**src/rtl/lcd_seq_pkg.sv**
```systemverilog
// Shared types and default timing for the LCD power sequencer.
// Defaults match the production panel (2500x560 generator totals).
package lcd_seq_pkg;

    typedef enum logic [2:0] {
        S_OFF  = 3'd0,
        S_PWR  = 3'd1,
        S_WARM = 3'd2,
        S_RUN  = 3'd3,
        S_DARK = 3'd4
    } seq_state_t;

    localparam int unsigned DEF_T_PWR_CYC   = 20000;
    localparam int unsigned DEF_T_OFF_CYC   = 50000;
    localparam int unsigned DEF_WARM_FRAMES = 2;
    localparam int unsigned DEF_DARK_FRAMES = 1;
    localparam int unsigned DEF_X_TOTAL     = 2500;
    localparam int unsigned DEF_Y_TOTAL     = 560;

    localparam logic [23:0] BLACK_PX = 24'h000000;

    // Frame counts must fit the 8-bit frame counter and be non-zero.
    function automatic bit frames_ok(input int unsigned n);
        return (n >= 1) && (n <= 255);
    endfunction

endpackage

```
**src/rtl/lcd_frame_detect.sv**
```systemverilog
// Registered one-cycle pulse when the generator sits on its last pixel.
// Gated by the begin flag so an idle (held at 0,0) generator never pulses.
module lcd_frame_detect
    import lcd_seq_pkg::*;
#(
    parameter int unsigned X_TOTAL = DEF_X_TOTAL,
    parameter int unsigned Y_TOTAL = DEF_Y_TOTAL
) (
    input  logic        clk_i,
    input  logic        rst_i,
    input  logic        begin_i,
    input  logic [15:0] xpx_i,
    input  logic [15:0] ypx_i,
    output logic        frame_end_o
);

    localparam logic [15:0] X_LAST = 16'(X_TOTAL - 1);
    localparam logic [15:0] Y_LAST = 16'(Y_TOTAL - 1);

    logic fe_q;
    logic fe_d;

    always_comb begin
        fe_d = begin_i && (xpx_i == X_LAST) && (ypx_i == Y_LAST);
    end

    always_ff @(posedge clk_i or posedge rst_i) begin
        if (rst_i) begin
            fe_q <= 1'b0;
        end else begin
            fe_q <= fe_d;
        end
    end

    assign frame_end_o = fe_q;

endmodule

```
**src/rtl/lcd_power_sequencer.sv**
```systemverilog
// Panel power / generator start / blanking / backlight sequencer; all outputs registered.
// Optional frame watchdog with o_Fault when LCD_SEQ_WATCHDOG_EN is defined.
module lcd_power_sequencer
    import lcd_seq_pkg::*;
#(
    parameter int unsigned T_PWR_CYC   = DEF_T_PWR_CYC,
    parameter int unsigned T_OFF_CYC   = DEF_T_OFF_CYC,
    parameter int unsigned WARM_FRAMES = DEF_WARM_FRAMES,
    parameter int unsigned DARK_FRAMES = DEF_DARK_FRAMES,
    parameter int unsigned X_TOTAL     = DEF_X_TOTAL,
    parameter int unsigned Y_TOTAL     = DEF_Y_TOTAL
) (
    input  logic        i_CLK,
    input  logic        i_Reset,
    input  logic        i_Enable,
    input  logic [15:0] i_XPx,
    input  logic [15:0] i_YPx,
    output logic        o_PanelPwr,
    output logic        o_Begin,
    output logic        o_Blank,
    output logic        o_Backlight,
    output logic        o_Ready,
    output logic        o_FrameEnd
`ifdef LCD_SEQ_WATCHDOG_EN
    ,
    output logic        o_Fault
`endif
);

    if (!frames_ok(WARM_FRAMES) || !frames_ok(DARK_FRAMES)) begin : g_bad_frames
        $error("lcd_power_sequencer: WARM_FRAMES and DARK_FRAMES must be in 1..255");
    end

    localparam logic [31:0] PWR_LAST  = 32'(T_PWR_CYC - 1);
    localparam logic [31:0] OFF_LAST  = 32'(T_OFF_CYC - 1);
    localparam logic [7:0]  WARM_LAST = 8'(WARM_FRAMES - 1);
    localparam logic [7:0]  DARK_LAST = 8'(DARK_FRAMES - 1);

    seq_state_t  state_q, state_d;
    logic [31:0] cyc_q, cyc_d;
    logic [7:0]  frm_q, frm_d;
    logic        pwr_q, pwr_d;
    logic        begin_q, begin_d;
    logic        blank_q, blank_d;
    logic        bl_q, bl_d;
    logic        rdy_q, rdy_d;
    logic        frame_end;
    logic        state_chg;
    logic        fault_now;
    logic        wd_expired;

    lcd_frame_detect #(
        .X_TOTAL (X_TOTAL),
        .Y_TOTAL (Y_TOTAL)
    ) u_frame_detect (
        .clk_i       (i_CLK),
        .rst_i       (i_Reset),
        .begin_i     (begin_q),
        .xpx_i       (i_XPx),
        .ypx_i       (i_YPx),
        .frame_end_o (frame_end)
    );

`ifdef LCD_SEQ_WATCHDOG_EN
    localparam logic [31:0] WD_LAST = 32'(2 * X_TOTAL * Y_TOTAL - 1);

    logic [31:0] wdt_q, wdt_d;
    logic        fault_q, fault_d;
    logic        wd_active;

    assign wd_active  = (state_q == S_WARM) || (state_q == S_RUN) || (state_q == S_DARK);
    assign wd_expired = wd_active && (wdt_q == WD_LAST);
    assign fault_now  = fault_q;

    always_comb begin
        wdt_d   = wdt_q;
        fault_d = fault_q | (wd_expired && (state_q != S_DARK));
        if (state_chg || frame_end || !wd_active) begin
            wdt_d = '0;
        end else if (wdt_q != WD_LAST) begin
            wdt_d = wdt_q + 32'd1;
        end
    end

    always_ff @(posedge i_CLK or posedge i_Reset) begin
        if (i_Reset) begin
            wdt_q   <= '0;
            fault_q <= 1'b0;
        end else begin
            wdt_q   <= wdt_d;
            fault_q <= fault_d;
        end
    end

    assign o_Fault = fault_q;
`else
    assign wd_expired = 1'b0;
    assign fault_now  = 1'b0;
`endif

    always_comb begin
        state_d = state_q;
        unique case (state_q)
            S_OFF: begin
                if (!fault_now && i_Enable && (cyc_q >= OFF_LAST)) begin
                    state_d = S_PWR;
                end
            end
            S_PWR: begin
                if (!i_Enable) begin
                    state_d = S_OFF;
                end else if (cyc_q >= PWR_LAST) begin
                    state_d = S_WARM;
                end
            end
            S_WARM: begin
                if (!i_Enable || wd_expired) begin
                    state_d = S_DARK;
                end else if (frame_end && (frm_q == WARM_LAST)) begin
                    state_d = S_RUN;
                end
            end
            S_RUN: begin
                if (!i_Enable || wd_expired) begin
                    state_d = S_DARK;
                end
            end
            S_DARK: begin
                // After a fault, a dead generator must not trap us with power on.
                if ((frame_end && (frm_q == DARK_LAST)) || (fault_now && wd_expired)) begin
                    state_d = S_OFF;
                end
            end
            default: state_d = S_OFF;
        endcase
    end

    assign state_chg = (state_d != state_q);

    always_comb begin
        cyc_d = cyc_q;
        frm_d = frm_q;
        if (state_chg) begin
            cyc_d = '0;
            frm_d = '0;
        end else begin
            if (cyc_q != 32'hFFFF_FFFF) begin
                cyc_d = cyc_q + 32'd1;
            end
            if (frame_end && (frm_q != 8'hFF)) begin
                frm_d = frm_q + 8'd1;
            end
        end
    end

    always_comb begin
        pwr_d   = (state_d != S_OFF);
        begin_d = begin_q | (state_d == S_WARM);
        blank_d = (state_d != S_RUN);
        bl_d    = (state_d == S_RUN);
        rdy_d   = (state_d == S_RUN);
    end

    always_ff @(posedge i_CLK or posedge i_Reset) begin
        if (i_Reset) begin
            state_q <= S_OFF;
            cyc_q   <= '0;
            frm_q   <= '0;
            pwr_q   <= 1'b0;
            begin_q <= 1'b0;
            blank_q <= 1'b1;
            bl_q    <= 1'b0;
            rdy_q   <= 1'b0;
        end else begin
            state_q <= state_d;
            cyc_q   <= cyc_d;
            frm_q   <= frm_d;
            pwr_q   <= pwr_d;
            begin_q <= begin_d;
            blank_q <= blank_d;
            bl_q    <= bl_d;
            rdy_q   <= rdy_d;
        end
    end

    assign o_PanelPwr  = pwr_q;
    assign o_Begin     = begin_q;
    assign o_Blank     = blank_q;
    assign o_Backlight = bl_q;
    assign o_Ready     = rdy_q;
    assign o_FrameEnd  = frame_end;

endmodule
```
**config.mk**
```make
export PLATFORM = sky130hd
export DESIGN_NAME = lcd_power_sequencer
export DESIGN_NICKNAME = d
export VERILOG_FILES = /design/src/rtl/lcd_seq_pkg.sv /design/src/rtl/lcd_frame_detect.sv /design/src/rtl/lcd_power_sequencer.sv
export SDC_FILE = /design/constraint.sdc
export NUM_CORES = 1
export LEC_CHECK = 0
export ABC_AREA = 1
export BUFFER_PORTS_ARGS = -buffer_cell sky130_fd_sc_hd__buf_4
export CAP_MARGIN = 20
export CORE_UTILIZATION = 55
export DETAILED_ROUTE_END_ITERATION = 10
export HOLD_SLACK_MARGIN = 0.1
export PLACE_DENSITY = 0.82
export SYNTH_ARGS = -nofsm -noshare
export SYNTH_HDL_FRONTEND = slang
export SYNTH_SLANG_ARGS = --single-unit
```
**constraint.sdc**
```tcl
create_clock -name i_CLK -period 2.1 [get_ports i_CLK]
set_input_delay 0 -clock i_CLK [delete_from_list [all_inputs] [get_ports i_CLK]]
set_output_delay 0 -clock i_CLK [all_outputs]
set_load 0.01 [all_outputs]
```
# Word-level counts from Yosys, hierarchy flattened
# Cells that the tools add are included.
[word_totals]
in_bits = 35
register_bits = 48
[classes]
muxes = 12
n_addsub = 2
eq_ne = 13
n_bitwise = 1
n_lt_le_gt_ge = 2
reduce_logical = 11
[op_table]
columns = ["op", "n"]
rows = [
  ["32-bit two-way mux", 2],
  ["32-bit by 1-bit adder with 32-bit output (second input constant)", 1],
  ["32-bit by 15-bit >= comparator with 1-bit output (second input constant)", 1],
  ["32-bit by 16-bit >= comparator with 1-bit output (second input constant)", 1],
  ["32-bit != test (second input constant)", 1],
  ["3-bit two-way mux", 7],
  ["16-bit by 10-bit == test with 1-bit output (second input constant)", 1],
  ["16-bit by 12-bit == test with 1-bit output (second input constant)", 1],
  ["8-bit two-way mux", 2],
  ["3-bit one-hot mux with 5 select lines", 1],
  ["3-bit by 2-bit == test with 1-bit output (second input constant)", 4],
  ["8-bit by 1-bit adder with 8-bit output (second input constant)", 1],
  ["8-bit by 1-bit == test with 1-bit output (second input constant)", 1],
  ["8-bit zero test", 1],
  ["8-bit != test (second input constant)", 1],
  ["1-bit logical AND", 6],
  ["2-bit nonzero test", 2],
  ["3-bit by 1-bit == test with 1-bit output (second input constant)", 1],
  ["3-bit == test (second input constant)", 1],
  ["3-bit zero test", 1],
  ["3-bit by 2-bit != test with 1-bit output (second input constant)", 1],
  ["3-bit != test", 1],
  ["3-bit nonzero test", 1],
  ["1-bit OR", 1],
]

# Longest topological paths before layout
[depth]
word_depth = 7
depth_mapped = 13
ltp_nobuf = 13

# By module
# A second synthesis with hierarchy kept.
[unflattened]
cells_unflattened = 424
hier_area_um2 = 3085.5
[by_module_without_submodules]
columns = ["mod", "n_inst", "seq_area_each_um2", "cells_each", "area_per_inst_um2"]
rows = [
  ["lcd_power_sequencer", 1, 1177.4, 386, 2906.5],
  ["lcd_frame_detect", 1, 25.0, 38, 178.9],
]

# Worst setup path after synthesis
# Ideal clock, no wire load.
[synth_path]
kind = "flip-flop to flip-flop"
start = "register cyc_q[0]"
end = "register cyc_q[15]"
path_stages_with_launch = 11
setup_slack_ns = 0.408
period_less_slack_ns = 1.692
setup_time_ns = 0.120
n_path_buf = 1
t_arrival_ns = 1.572
cell_sequence = "dfrtp_1 -> ha_1 -> nand2_1 -> nor2_4 -> nand2_2 -> nor3_4 -> nand3_2 -> buf_6 -> nand2_1 -> xor2_1 -> nor2_1"
[synth_between]
elab_chain_cells = 6
elab_cells_between_ends = 13
classes_between = "add/sub (1); order compare (2); eq/ne (2); mux (6); reduce/logical (2)"
[synth_rtl]
columns = ["element", "line", "rtl"]
rows = [
  ["start, declared", "lcd_power_sequencer.sv:40", "logic [31:0] cyc_q, cyc_d;"],
  ["start signal, assigned", "lcd_power_sequencer.sv:176", "cyc_q <= cyc_d;"],
  ["32-bit by 15-bit >= comparator with 1-bit output / 32-bit by 16-bit >= comparator with 1-bit output (equally long branches)", "lcd_power_sequencer.sv:112, lcd_power_sequencer.sv:105", ""],
  ["3-bit two-way mux / 1-bit logical AND (equally long branches)", "lcd_power_sequencer.sv:112, lcd_power_sequencer.sv:105", ""],
  ["3-bit two-way mux (on tied branches)", "lcd_power_sequencer.sv:110, lcd_power_sequencer.sv:105", ""],
  ["3-bit one-hot mux with 5 select lines", "lcd_power_sequencer.sv:103", "unique case (state_q)"],
  ["3-bit != test", "lcd_power_sequencer.sv:138", "assign state_chg = (state_d != state_q);"],
  ["32-bit two-way mux / 2-bit nonzero test (equally long branches)", "--", ""],
]
# Several ways; a longest one is shown, not always the timed one. The select of a mux whose other input is x is not followed.
# A chain may end at the register's enable or synchronous reset.

# Worst setup path in the final report
[layout_path]
start = "input i_XPx[10]"
end = "register u_frame_detect.fe_q (netlist: u_frame_detect.frame_end_o)"
[layout_between]
elab_chain_cells = 3
[layout_rtl]
columns = ["element", "line", "rtl"]
rows = [
  ["start, declared", "lcd_power_sequencer.sv:16", "input logic [15:0] i_XPx,"],
  ["16-bit by 12-bit == test with 1-bit output", "lcd_frame_detect.sv:24", "fe_d = begin_i && (xpx_i == X_LAST) && (ypx_i == Y_LAST);"],
  ["1-bit logical AND (2 in series)", "lcd_frame_detect.sv:24", ""],
  ["via u_frame_detect.fe_d", "lcd_frame_detect.sv:21", "logic fe_d;"],
  ["end signal, assigned", "lcd_frame_detect.sv:29", "fe_q <= 1'b0;"],
  ["end signal, assigned", "lcd_frame_detect.sv:31", "fe_q <= fe_d;"],
  ["end, declared", "lcd_frame_detect.sv:20", "logic fe_q;"],
]
# The timed path passes the listed nets, and every way through them passes these cells.

==> out/results.ini <==
[die]
die_x_um = 77.91
die_y_um = 77.91
start_util_pct = 57.20
pin_count = 41
die_area_um2 = 6070
row_count = 27
core_area_um2 = 5540

[worst_setup_path]
path_max_fanout = 1
critPathKind = input port to flip-flop
required_ns = 2.34
rrSetupSlack_ns = 0.18
end_kind = flip-flop
crit_path_start_kind = input port
crit_arrival_ns = 2.22

[logic_synthesis]
ys_seq_elements = 48
synthFlopType = dfrtp_1
avgSynthCellArea_um2 = 6.981
syn_inst = 454
yosysSeqAreaShare_pct = 37.94
synth_async_sr_flop_share_pct = 100.0
syn-num-nets = 493
syn_area_um2 = 3169
synthDistinctLibCells = 34
yosysWarningCount = 0
synth_edf_count = 0

[finish]
final_nets = 544
multi_input_area_um2 = 1659
drive_above_1_share_pct = 16.21
syn2layout_area_growth_pct = 18.12
instances_no_fill = 578
regArea_um2 = 1202
diodes = 0
fillCellCount = 470

[global_routing]
antenna_found_initial = 0
grt_pass1_wl_um = 11960
grt_max_degree = 49
track_usage_pct = 24.21
grt_overflow = 0
grt_pass1_vias = 2777

[flow_run]
drv_cap = 0

[timing]
period_needed_ns = 1.980
fin_skew_ns = 0.006293
hold_viol = 0
setup_violations = 0
tightest_slew_ns = 0.4746
drv_slew = 0
slew_headroom_pct = 67.96
fmax_mhz = 505.2
grt_setup_unrepaired = no
finalSetupTns_ns = 0
period_share_pct = 94.26

[detailed_routing]
drt_iter0_drc = 252
vias = 3023
totalWireLength_um = 6747
viasPerCell = 5.230
post_drt_wl_per_cell_um = 11.67
firstDrtPassIters = 5
ant_nets = 0
post-route-drc-count = 0

[clock_tree]
cts.sinks = 48
cts_tree = built
h-tree-depth = 2
ctsLongestPathBuffers = 2
cts.clk_slew.worst_paths_ns = 0.09
numCtsBuffers = 5
cts_root_buf = clkbuf_8
insertion_delay_ns = 0.30

[placed_design]
dp_cells = 560
dp_hpwl_um = 5068
gp_congestion = 0.9298
portBuffers = 40

[power_and_ir_drop]
ir_worst_vdd_mv = 0.5015
leakage_nw = 1.818
powerDensity_nw_per_um2 = 663.5

[run_status]
status = complete, no violations

[worst_hold_path]
hold_path_class = input port to flip-flop

-- cells in the final DEF, fill, tap and decap left out, drive strengths merged --
cell / count
o22ai: 1
nand4: 22
nand3: 42
dfstp: 1
o311ai: 1
buf: 45
nor2: 93
o31ai: 2
or2: 1
clkinv: 1
nand2: 98
nor4: 2
nor3: 18
o21bai: 2
o211ai: 1
dfrtp: 47
clkbuf: 6
ha: 4
o21ai: 22
and3: 1
inv: 73
xor2: 10
clkinvlp: 1
dlygate4sd3: 7
nor4b: 3
a21oi: 2
-- stage by stage --
stage / total power, mW / instance area [um2] / utilization [%] / hold slack [ns] / worst slack, ns
CTS: 2.500 / 3700 / 66.78 / 0.2214 / 0.04985
detailed placement: 1.940 / 3545 / 63.98 / 0.06519 / 0.09212
global route: 2.659 / 3744 / 67.57 / 0.2728 / 0.005444
floorplan: 1.692 / 3169 / - / 0.1540 / 0.4080
finish: 2.484 / 3744 / 67.57 / 0.2291 / 0.1205
global placement: 1.917 / 3545 / 63.98 / 0.06491 / 0.1658
-- registers in the layout, indices dropped and copies added, names as in the netlist --
register and cells:
o_Blank 1, o_PanelPwr 1, frm_q 8, u_frame_detect.frame_end_o 1, cyc_q 32, o_Begin 1
o_Ready 1, state_q 3
-- what timing repair did --
| action | CTS | global route |
|---|---|---|
| setup endpoints to repair | 0 | 13 |
| hold endpoints to repair | 49 | 0 |
| resized for setup | 0 | 5 |
| hold buffers | 7 | 0 |
| setup buffers | 0 | 3 |
-- layout make-up --
cell class,count,area share [%]
multi-input combinational,325,44.32
sequential,48,32.12
timing repair buffer,52,11.56
inverter,73,7.320
tap,72,2.406
clock buffer,6,1.939
clock inverter,2,0.3342
-- layer usage --
metal	share of wire (%)	wire length (um)	global-route usage [%]	vias up
met5	0	0	0	-
met4	1.5	99	6.111	0
met3	4.8	326	4.353	13
met2	48	3228	42.04	95
met1	46	3092	31.12	1367
li1	-	-	-	1548
-- power breakdown --
part,total [mW],switching [mW],internal [mW]
clock,0.541,0.308,0.233
combinational,0.785,0.479,0.306
sequential,1.16,0.129,1.03
-- kinds of logic (layout without fill, tap and decap cells) --
logic type | Yosys count | count (layout) | share of synthesized area, %
buf+inv | 81 | 133 | 10.38
compound gates | 31 | 31 | 5.448
simple gates | 280 | 280 | 41.89
xor+xnor | 10 | 10 | 2.763
flops | 48 | 48 | 37.94
fa+ha+maj | 4 | 4 | 1.579
-- cells in the mapped netlist, drive strengths merged, types with 2 or more instances --
| library cell | number | area [um2] |
|---|---|---|
| nand2 | 98 | 377.9 |
| nor2 | 93 | 386.6 |
| inv | 73 | 274.0 |
| dfrtp | 47 | 1176 |
| nand3 | 42 | 240.2 |
| nand4 | 22 | 158.9 |
| o21ai | 22 | 110.1 |
| nor3 | 18 | 112.6 |
| xor2 | 10 | 87.58 |
| buf | 7 | 50.05 |
| ha | 4 | 50.05 |
| nor4b | 3 | 26.28 |
| a21oi | 2 | 10.01 |
| nor4 | 2 | 12.51 |
| o21bai | 2 | 15.01 |
| o31ai | 2 | 15.01 |
-- worst paths after layout --
path	from	end	cells past startpoint
min in group asynchronous	i_Reset	frm_q[2]$_DFFE_PP0P_	4
worst max register to register	cyc_q[1]$_DFFE_PP0P_	cyc_q[15]$_DFFE_PP0P_	10
max in group asynchronous	i_Reset	o_Blank$_DFF_PP1_	4
worst min register to register	o_Begin$_DFF_PP0_	o_Begin$_DFF_PP0_	2
worst max-delay path	i_XPx[10]	u_frame_detect.frame_end_o$_DFF_PP0_	7
worst min-delay path	i_Enable	state_q[1]$_DFF_PP0_	5
-- critical path: stages --
cell and delay [ns]:
dlygate4sd3_1 0.53, buf_4 0.14, nor4b_2 0.24, dlygate4sd3_1 0.58, nand3_1 0.06, dlygate4sd3_1 0.59
nor2_1 0.09
Note: power is estimated with default switching activity, not from simulation.
